<file path="src/rtl/rc_lowpass_filter.sv">
// First-order RC low-pass stage: y += alpha*(x - y) once per audio sample.
// Q16.16 accumulator, coefficient applied by a 16-cycle serial shift-add multiplier.
`timescale 1ns/1ps
module rc_lowpass_filter #(
   parameter longint CLOCK_RATE               = 64'sd50000000,
   parameter longint SAMPLE_RATE              = 64'sd48000,
   parameter longint R                        = 64'sd10000,
   parameter longint C_MICROFARADS_16_SHIFTED = 64'sd6554
) (
   input  logic               clk,
   input  logic               I_RSTn,
   input  logic               audio_clk_en,
   input  logic signed [15:0] in,
   output logic signed [15:0] out,
   output logic               out_valid
);

   localparam longint ALPHA_NUM = 64'sd4294967296 * 64'sd1000000;
   localparam longint ALPHA_DEN = R * C_MICROFARADS_16_SHIFTED * SAMPLE_RATE
                                  + 64'sd65536 * 64'sd1000000;
   localparam longint ALPHA_RAW = ALPHA_NUM / ALPHA_DEN;
   localparam logic [15:0] ALPHA = (ALPHA_RAW < 64'sd1)     ? 16'd1 :
                                   (ALPHA_RAW > 64'sd65535) ? 16'hFFFF : ALPHA_RAW[15:0];

   // The serial multiply needs 18 clocks per sample.
   if (CLOCK_RATE < SAMPLE_RATE * 64'sd18) begin : g_rate_chk
      $error("rc_lowpass_filter: clock too slow for the sample rate");
   end

   typedef enum logic [1:0] {S_IDLE = 2'd0, S_MUL = 2'd1, S_UPDATE = 2'd2} state_t;

   state_t             state_r, state_nx_s;
   logic signed [31:0] acc_r;
   logic [49:0]        mcand_r;
   logic [49:0]        prod_r;
   logic [15:0]        alpha_sh_r;
   logic [3:0]         cnt_r;
   logic               pending_r;
   logic [15:0]        pending_x_r;
   logic signed [15:0] out_r;
   logic               out_valid_r;

   logic               start_s;
   logic [15:0]        sel_x_s;
   logic [33:0]        diff_s;
   logic [34:0]        sum_s;
   logic signed [31:0] acc_nx_s;

   function automatic logic signed [31:0] sat32(input logic signed [34:0] v);
      if (v > 35'sh0_7FFF_FFFF) begin
         sat32 = 32'sh7FFF_FFFF;
      end else if (v < 35'sh7_8000_0000) begin
         sat32 = 32'sh8000_0000;
      end else begin
         sat32 = v[31:0];
      end
   endfunction

   // State register
   always_ff @(posedge clk or negedge I_RSTn) begin
      if (!I_RSTn) begin
         state_r <= S_IDLE;
      end else begin
         state_r <= state_nx_s;
      end
   end

   // Next-state logic
   always_comb begin
      state_nx_s = state_r;
      case (state_r)
         S_IDLE: begin
            if (audio_clk_en || pending_r) state_nx_s = S_MUL;
            else                           state_nx_s = S_IDLE;
         end
         S_MUL: begin
            if (cnt_r == 4'd15) state_nx_s = S_UPDATE;
            else                state_nx_s = S_MUL;
         end
         S_UPDATE: state_nx_s = S_IDLE;
         default:  state_nx_s = S_IDLE;
      endcase
   end

   // Output/datapath decode; a live strobe beats a queued sample
   always_comb begin
      start_s  = (state_r == S_IDLE) && (audio_clk_en || pending_r);
      sel_x_s  = audio_clk_en ? in : pending_x_r;
      diff_s   = {{2{sel_x_s[15]}}, sel_x_s, 16'h0000} - {{2{acc_r[31]}}, acc_r};
      sum_s    = {{3{acc_r[31]}}, acc_r} + {prod_r[49], prod_r[49:16]};
      acc_nx_s = sat32($signed(sum_s));
   end

   // Single-entry sample queue for strobes that arrive while busy
   always_ff @(posedge clk or negedge I_RSTn) begin
      if (!I_RSTn) begin
         pending_r   <= 1'b0;
         pending_x_r <= 16'h0000;
      end else if ((state_r != S_IDLE) && audio_clk_en) begin
         pending_r   <= 1'b1;
         pending_x_r <= in;
      end else if (start_s) begin
         pending_r   <= 1'b0;
      end
   end

   // Shift-add multiplier and accumulator update
   always_ff @(posedge clk or negedge I_RSTn) begin
      if (!I_RSTn) begin
         acc_r      <= 32'sh0000_0000;
         mcand_r    <= 50'h0;
         prod_r     <= 50'h0;
         alpha_sh_r <= 16'h0000;
         cnt_r      <= 4'd0;
         out_r      <= 16'sh0000;
      end else begin
         case (state_r)
            S_IDLE: begin
               if (start_s) begin
                  mcand_r    <= {{16{diff_s[33]}}, diff_s};
                  prod_r     <= 50'h0;
                  alpha_sh_r <= ALPHA;
                  cnt_r      <= 4'd0;
               end
            end
            S_MUL: begin
               if (alpha_sh_r[0]) prod_r <= prod_r + mcand_r;
               mcand_r    <= {mcand_r[48:0], 1'b0};
               alpha_sh_r <= {1'b0, alpha_sh_r[15:1]};
               cnt_r      <= cnt_r + 4'd1;
            end
            S_UPDATE: begin
               acc_r <= acc_nx_s;
               out_r <= acc_nx_s[31:16];
            end
            default: begin
               cnt_r <= 4'd0;
            end
         endcase
      end
   end

   // Valid pulse registered alongside the output word
   always_ff @(posedge clk or negedge I_RSTn) begin
      if (!I_RSTn) begin
         out_valid_r <= 1'b0;
      end else begin
         out_valid_r <= (state_r == S_UPDATE);
      end
   end

   assign out       = out_r;
   assign out_valid = out_valid_r;

endmodule

</file>
<file path="config.mk">
export PLATFORM = sky130hd
export DESIGN_NAME = rc_lowpass_filter
export DESIGN_NICKNAME = d
export VERILOG_FILES = /design/src/rtl/rc_lowpass_filter.sv
export SDC_FILE = /design/constraint.sdc
export NUM_CORES = 1
export LEC_CHECK = 0
export BUFFER_PORTS_ARGS = -buffer_cell sky130_fd_sc_hd__buf_2
export CORE_AREA = 4 4 157 159
export CTS_CLUSTER_DIAMETER = 40
export DETAILED_ROUTE_END_ITERATION = 16
export DIE_AREA = 0 0 161 163
export GPL_TIMING_DRIVEN = 0
export PLACE_DENSITY = 0.71
export SYNTH_ARGS = -nofsm -noshare
export SYNTH_HDL_FRONTEND = slang
export SYNTH_SLANG_ARGS = --single-unit
</file>
<file path="constraint.sdc">
create_clock -name clk -period 3.5 [get_ports clk]
set_clock_uncertainty 0.05 [all_clocks]
set_input_delay 0 -clock clk [delete_from_list [all_inputs] [get_ports clk]]
set_output_delay 0 -clock clk [all_outputs]
set_load 0.005 [all_outputs]
</file>
# --- After elaboration in Yosys (flattened, before gate mapping) ---
# Cells that the tools add are included.
classes:
  addsub: 4
  magnitude_cmp: 2
  n_eq_ne: 5
  n_mux: 17
  bitwise_logic: 1
  n_reduce_logical: 10
op_table:
  columns: ["cell", "n"]
  rows:
  - ["50-bit one-hot mux with 2 select lines", 2]
  - ["50-bit two-way mux", 3]
  - ["32-bit two-way mux", 2]
  - ["50-bit adder", 1]
  - ["32-bit by 34-bit adder with 35-bit output", 1]
  - ["35-bit by 32-bit > comparator with 1-bit output, second input constant", 1]
  - ["35-bit by 32-bit < comparator with 1-bit output, second input constant", 1]
  - ["32-bit by 32-bit subtractor with 33-bit output", 1]
  - ["16-bit two-way mux", 2]
  - ["16-bit one-hot mux with 2 select lines", 1]
  - ["4-bit one-hot mux with 3 select lines", 1]
  - ["2-bit nonzero test", 3]
  - ["4-bit by 1-bit adder with 4-bit output, second input constant", 1]
  - ["4-bit == test, second input constant", 1]
  - ["4-bit two-way mux", 1]
  - ["2-bit inequality test, second input constant", 2]
  - ["2-bit one-hot mux with 2 select lines", 1]
  - ["2-bit AND reduction", 2]
  - ["1-bit two-way mux", 3]
  - ["3-bit AND reduction", 1]
  - ["2-bit by 1-bit == test with 1-bit output, second input constant", 1]
  - ["2-bit == test, second input constant", 1]
  - ["1-bit logical AND", 2]
  - ["2-bit zero test", 1]
  - ["other kinds (3)", 3]
totals:
  ff_bits: 188
  input_bits: 19
  output_inout_bits: 17
  wordCells: 49

# --- Logic depth before layout (Yosys ltp) ---
# Gate-level depths: netlist of the first run.
depth:
  depth_word: 4
  ltp_mapped: 14
  ltp_nobuf: 13

# --- Worst setup path after synthesis of the first run ---
# OpenSTA, ideal clock, no wires.
synth_path:
  path_type: "in2reg"
  from: "input port audio_clk_en"
  to: "register mcand_r[31]"
  setup_time_ns: 0.133
  arrival_ns: 2.891
  t_required_ns: 3.317
  setup_slack_ns: 0.426
  stages: 14
  n_path_buf: 2
  cell_sequence: "clkbuf_1 clkbuf_1 mux2_2 ha_1 a21o_1 a21oi_1 nand2_1 o2111ai_1 nand2b_1 a21o_1 a21o_1 o31ai_1 xor2_1 o21ai_0"
synth_between:
  elab_chain_cells: 4
  elab_cells_between_ends: 8
  classes_between: "add/sub (1); eq/ne (1); mux (3); reduce/logical (3)"
synth_rtl:
  columns: ["element", "line_no", "text"]
  rows:
  - ["start, declared", "12", "input logic audio_clk_en,"]
  - ["16-bit two-way mux or 1-bit logical OR (tied branches)", "88, 87", null]
  - ["32-bit by 32-bit subtractor with 33-bit output or 1-bit logical AND (tied branches)", "89, 87", null]
  - ["50-bit two-way mux or 2-bit inequality test (tied branches)", null, null]
  - ["50-bit one-hot mux with 2 select lines or 2-bit AND reduction (tied branches)", null, null]
  - ["end signal, assigned", "120", "mcand_r <= {{16{diff_s[33]}}, diff_s};"]
  - ["end signal, assigned", "128", "mcand_r <= {mcand_r[48:0], 1'b0};"]
  - ["end, declared", "34", "logic [49:0] mcand_r;"]
# Several ways; a longest one is shown, not always the timed one. The select of a mux whose other input is x is not followed.
# A chain may end at the register's enable or synchronous reset.

# --- Worst setup path in the final report of the first run ---
layout_path:
  from: "register mcand_r[0]"
  to: "register prod_r[44]"
layout_between:
  elab_chain_cells: 3
layout_rtl:
  columns: ["element", "line_no", "text"]
  rows:
  - ["50-bit adder", "127", "if (alpha_sh_r[0]) prod_r <= prod_r + mcand_r;"]
  - ["50-bit two-way mux", "127", null]
  - ["50-bit one-hot mux with 2 select lines", "117", "case (state_r)"]
  - ["end signal, assigned", "127", null]
  - ["end, declared", "35", "logic [49:0] prod_r;"]
# Every way passes these cells. The select of a mux whose other input is x is not followed.

==> flow_summary.yaml, run 1 <==
yosys:
  yosys.area_share.simple: 0.158
  synth_edf_count: 0
  synth_top_family_by_area: "compound AO/OA/AOI/OAI gates"
  async_reset_ff_frac: 1.00
  yosys.area.top_type_share: 0.331
  ys.flop_type: "dfrtp_1"
  synth_mux_area_frac: 0.0302
  synth_area_leaders: "dfrtp_1 (33%), ha_1 (10%), nand2_1 (5.0%), o21ai_0 (4.8%), a21oi_1 (4.0%)"
  synthCells: 1438
  ys_top_cells_by_count: "dfrtp_1 (167), nand2_1 (167), o21ai_0 (122)"
  avgSynthCellArea_um2: 8.77
  yosysTopAreaCell: "dfrtp_1"
  synth_xor_area_frac: 0.0681
  syn_area_um2: 12600
  synth_adder_area_share: 0.103
  synth-warning-count: 0
  synth_nets: 1560
  yosysSeqAreaShare: 0.331
  synth_compound_area_frac: 0.261
  synth_seq_cells: 167
  ys_types: 85
sta:
  setup_viol: 0
  fin_tns_setup_ps: 0
  worst_slack_ps: 78.9
  drv_slew: 0
  slew_headroom: 0.00948
  post-route-min-period_ps: 3420
  fin_crit_sh: 0.977
  worst_pin_slew_ps: 1470
  hold_slack_ps: 92.5
  rsz0062_at_grt: "true"
  finalHoldViolations: 0
  max_freq_mhz: 292
floorplan:
  initial_core_util: 0.542
  num_rows: 56
  ios: 36
  coreArea_um2: 23300
  die_x_um: 161
  die_y_um: 163
  dieArea_um2: 26200
layout:
  fin_util: 0.612
  regArea_um2: 4180
  syn_to_final_growth_pct: 12.9
  fill_cells: 2071
  multi_input_area_um2: 8000
  layout.nets: 1638
  drive_gt1_frac: 0.143
  diodes: 0
critical_path:
  critPathKind: "flop to flop"
  worstPathMaxFanout: 4
  endpoint_kind: "flop"
  start_kind: "flop"
  cp_data_required_time_ps: 3840
  cp_data_arrival_time_ps: 3760
drt:
  drc_errors: 0
  via_per_inst: 6.05
  firstDrtPassIters: 5
  vias: 11200
  finalWirelength_mm: 34.9
  ant_nets: 0
  post_drt_wl_per_cell_um: 18.9
  drtIter0Drc: 859
clock_network:
  cts_tree: "built"
  clk_pin_slew_ps: 80
  htreeDepth: 4
  root_buffer: "clkbuf_16"
  cts_sinks: 167
  cts-buffers-inserted: 17
  clockBufferDepth: 2
  clk_latency_ps: 460
grt:
  grt-ovfl-total: 0
  grt_max_degree: 87
  track_usage: 0.269
  grt_pass1_vias: 10800
  antenna_found_initial: 0
  grt_pass1_wl_mm: 56.4
placed_design:
  pre_cts_slack_ps: -273
  gp_congestion: 0.945
  io_buffers: 35
  dpl.hpwl_mm: 26.8
run:
  drv_cap: 1
hold_path:
  hp-class: "input pin to asynchronous set/reset pin"
status:
  failed_checks: "capacitance limit"
  outcome: "finished, violations left"
## critical path, cell delays in order, from the launching register on
cell and delay [ps]:
dfrtp_1 410, ha_1 210, fa_1 270, a211oi_1 110
nor2_2 200, o22ai_1 150, o21a_2 280, a2111oi_1 440
nand2b_2 260, a31oi_2 160, o211a_1 320, or4_1 410
nand3_1 90
## worst paths after layout
kind                       slack (ps)      startpoint              to  depth (start not counted)
setup reg to reg                   80      mcand_r[0]      prod_r[44]                         12
hold / removal                     90          I_RSTn        cnt_r[1]                          2
min in group clk                  140    audio_clk_en     mcand_r[27]                          5
max in group asynchronous        2430          I_RSTn     mcand_r[44]                          3
setup / recovery                   80      mcand_r[0]      prod_r[44]                         12
hold reg to reg                   430  alpha_sh_r[10]  alpha_sh_r[10]                          2
## stage by stage
step	cells	instance area (um^2)
final	1848	14200
after global routing	1848	14200
after CTS	1846	14100
after detailed placement	1793	13200
after global placement	1792	13200
after floorplan	1438	12600
## cell usage in the layout (no fill, tap or decap), types with 16 or more instances in the layout
master	n
a21o_1	43
a21oi_1	99
a21oi_2	33
a221o_1	26
a22oi_1	16
a31oi_1	17
buf_2	40
buf_4	24
clkbuf_1	43
clkbuf_16	17
dfrtp_1	166
dlygate4sd3_1	17
ha_1	96
inv_1	49
mux2_2	32
nand2_1	167
nand2b_1	17
nand3_1	16
nand4_1	17
nor2_1	110
nor2b_1	16
nor3_1	22
o21a_1	16
o21ai_0	121
o21bai_1	16
xnor2_1	52
xor2_1	46
## sequential cells by signal, indices dropped and copies added, names as in the netlist
| signal | flops |
|---|---|
| mcand_r | 50 |
| state_r | 2 |
| alpha_sh_r | 11 |
| cnt_r | 4 |
| prod_r | 50 |
| acc_r | 32 |
| pending_r | 1 |
| pending_x_r | 16 |
| out_valid | 1 |
## logic make-up (layout without fill, tap and decap cells)
| logic type | count (synthesis) | count (layout) |
|---|---|---|
| fa+ha+maj | 103 | 103 |
| xor+xnor | 98 | 98 |
| simple gates | 427 | 427 |
| mux | 34 | 34 |
| buf+inv | 125 | 216 |
| flops | 167 | 167 |
| compound gates | 484 | 484 |
## timing repair
item / CTS / global route
endpoints found under the hold margin: 97 / 0
buffers inserted: 4 / 2
endpoints found under the setup margin: 33 / 51
resized for setup: 3 / 30
pin swaps: 2 / 7
hold buffers: 17 / 0
## cell type report
class,instances,share of cell area
clock buffers,17,0.0299
inverters,49,0.0129
repair buffers,59,0.0301
flip-flops and latches,167,0.294
plain buffers,76,0.0296
multi-input cells,1146,0.562
well taps,319,0.0280
clock inverters,15,0.0140
## per-layer routing
metal | GRT usage | up-vias | share of wire
li1 | - | 5375 | -
met1 | 0.341 | 5405 | 0.43
met2 | 0.465 | 307 | 0.49
met3 | 0.0354 | 85 | 0.043
met4 | 0.112 | 0 | 0.037
met5 | 0 | - | 0
Power of run 1 is not shown: default switching activity piles up to over one toggle a cycle in this logic, so the estimate is an artifact.
==> run 2, diff against run 1 <==
--- a/config.mk
+++ b/config.mk
@@ -15,3 +15,4 @@
 export SYNTH_ARGS = -nofsm -noshare
 export SYNTH_HDL_FRONTEND = slang
 export SYNTH_SLANG_ARGS = --single-unit
+export TNS_END_PERCENT = 10
==> constraint.sdc (replaced) <==
create_clock -name clk -period 3.65 [get_ports clk]
set_clock_uncertainty 0.05 [all_clocks]
set_input_delay 0 -clock clk [delete_from_list [all_inputs] [get_ports clk]]
set_output_delay 0 -clock clk [all_outputs]
set_load 0.005 [all_outputs]
==> run 2 against run 1 <==
  * The run still ends with capacitance limit left
  * Die area did not move
  * Maximum frequency fell by 4.3%
  * Global-route usage fell by 0.076 points
  * Worst setup slack got worse by 4.7 ps
  * Flip-flop and latch count did not move
  * Final cell count barely moved
  * Wire length fell by 0.87%
  * Hold slack improved by 2.1 ps
  * Cell area fell by 0.92%
  * Critical path type unchanged
  * Highest routed layer unchanged
==> flow_summary.yaml, run 2 (synthesized netlist as in run 1, its figures left out) <==
status:
  outcome: "finished, violations left"
  failed_checks: "capacitance limit"
layout:
  syn_to_final_growth_pct: 11.8
  top_regs: "mcand_r (50), prod_r (50), acc_r (32)"
  layout.nets: 1637
  drive_gt1_frac: 0.132
  final_cell_mix: "nand2_1 (167), dfrtp_1 (167), o21ai_0 (122)"
  diodes: 0
drt:
  post_drt_wl_per_cell_um: 18.7
  firstDrtPassIters: 5
  drtIter0Drc: 887
  vias: 11200
  drc_errors: 0
  finalWirelength_mm: 34.6
  ant_nets: 0
  via_per_inst: 6.06
clock_network:
  htreeDepth: 4
  clk_pin_slew_ps: 90
  cts_sinks: 167
  clk_latency_ps: 450
  root_buffer: "clkbuf_16"
  cts_tree: "built"
  clockBufferDepth: 2
  cts-buffers-inserted: 17
sta:
  drv_slew: 0
  setup_viol: 0
  finalHoldViolations: 0
  worst_pin_slew_ps: 1470
  slew_headroom: 0.0151
  post-route-min-period_ps: 3580
  max_freq_mhz: 280
  fin_crit_sh: 0.980
  rsz0062_at_grt: "false"
  hold_slack_ps: 94.6
critical_path:
  cp-endpoint: "prod_r[40]"
  cp_data_arrival_time_ps: 3830
  cp_data_required_time_ps: 3900
  rr_endpoint: "prod_r[40]"
  start_kind: "flop"
  rrSetupSlack_ps: 70
  critPathKind: "flop to flop"
  r2r_cells: 12
  worstPathMaxFanout: 4
  critPathLaunch: "mcand_r[0]"
  reg2reg_from: "mcand_r[0]"
  endpoint_kind: "flop"
floorplan:
  ios: 36
  die_y_um: 163
  coreArea_um2: 23300
  initial_core_util: 0.542
  dieArea_um2: 26200
  die_x_um: 161
  num_rows: 56
grt:
  antenna_found_initial: 0
  grt-ovfl-total: 0
  grt_pass1_wl_mm: 56.2
  track_usage: 0.268
  grt_pass1_vias: 10800
  grt_max_degree: 87
placed_design:
  gp_congestion: 0.945
  io_buffers: 35
  dpl.hpwl_mm: 26.8
hold_path:
  hp-class: "input pin to asynchronous set/reset pin"
run:
  drv_cap: 1
[run 2: cell types whose count changed in the layout (fill, tap and decap cells not counted), sizes merged]
cell	before	now
buf	74	73
[run 2: worst max-delay path: stages (launching register included)]
cell and delay, ps:
dfrtp_1 430, ha_1 250, fa_1 440, a211oi_1 280, nor2_2 110, o22ai_1 230
o21a_1 290, a2111oi_1 130, nand2b_1 260, a31oi_1 430, o211a_1 290, xor2_1 170
o21ai_0 80
[run 2: worst min path at each step]
stage | startpoint | endpoint | slack, ps
2_1_floorplan | I_RSTn | acc_r[0] | -350
3_3_place_gp | in[3] | pending_x_r[3] | 190
3_5_place_dp | I_RSTn | cnt_r[0] | -3
4_1_cts | I_RSTn | cnt_r[0] | 110
5_1_grt | I_RSTn | cnt_r[1] | 170
6_report | I_RSTn | cnt_r[1] | 90
[run 2: repair_timing]
item                                    CTS  global route
endpoints found under the setup margin    0            35
hold buffers                             17             0
buffers inserted                          0             5
resized for setup                         0             9
hold endpoints to repair                 97             0
[run 2: layer usage]
metal / wire (um) / up-vias / share of wire / track usage
li1: - / 5378 / - / -
met1: 15100 / 5424 / 0.44 / 0.340
met3: 1340 / 84 / 0.039 / 0.0354
met4: 1300 / 0 / 0.038 / 0.112
met2: 16900 / 306 / 0.49 / 0.463
met5: 0 / - / 0 / 0
[run 2: layout make-up]
cell class | instances | area [um^2]
buffer | 76 | 413
tap | 319 | 399
multi-input combinational | 1146 | 7880
clock buffer | 17 | 425
timing repair buffer | 58 | 420
inverter | 49 | 184
sequential | 167 | 4180
clock inverter | 15 | 199
fill | 2091 | 9160
[run 2: metrics by stage]
| step | setup slack [ps] | util | cell area (um^2) | TNS [ps] | cells |
|---|---|---|---|---|---|
| finish | 74.2 | 0.606 | 14100 | 0 | 1847 |
| global route | 13.9 | 0.606 | 14100 | 0 | 1847 |
| CTS | 38.6 | 0.602 | 14000 | 0 | 1842 |
| detailed placement | -123 | 0.568 | 13200 | -1220 | 1793 |
| global placement | -132 | 0.567 | 13200 | -18520 | 1792 |
| floorplan | 576 | - | 12600 | 0 | 1438 |
Power of run 2 is left out for the same reason.
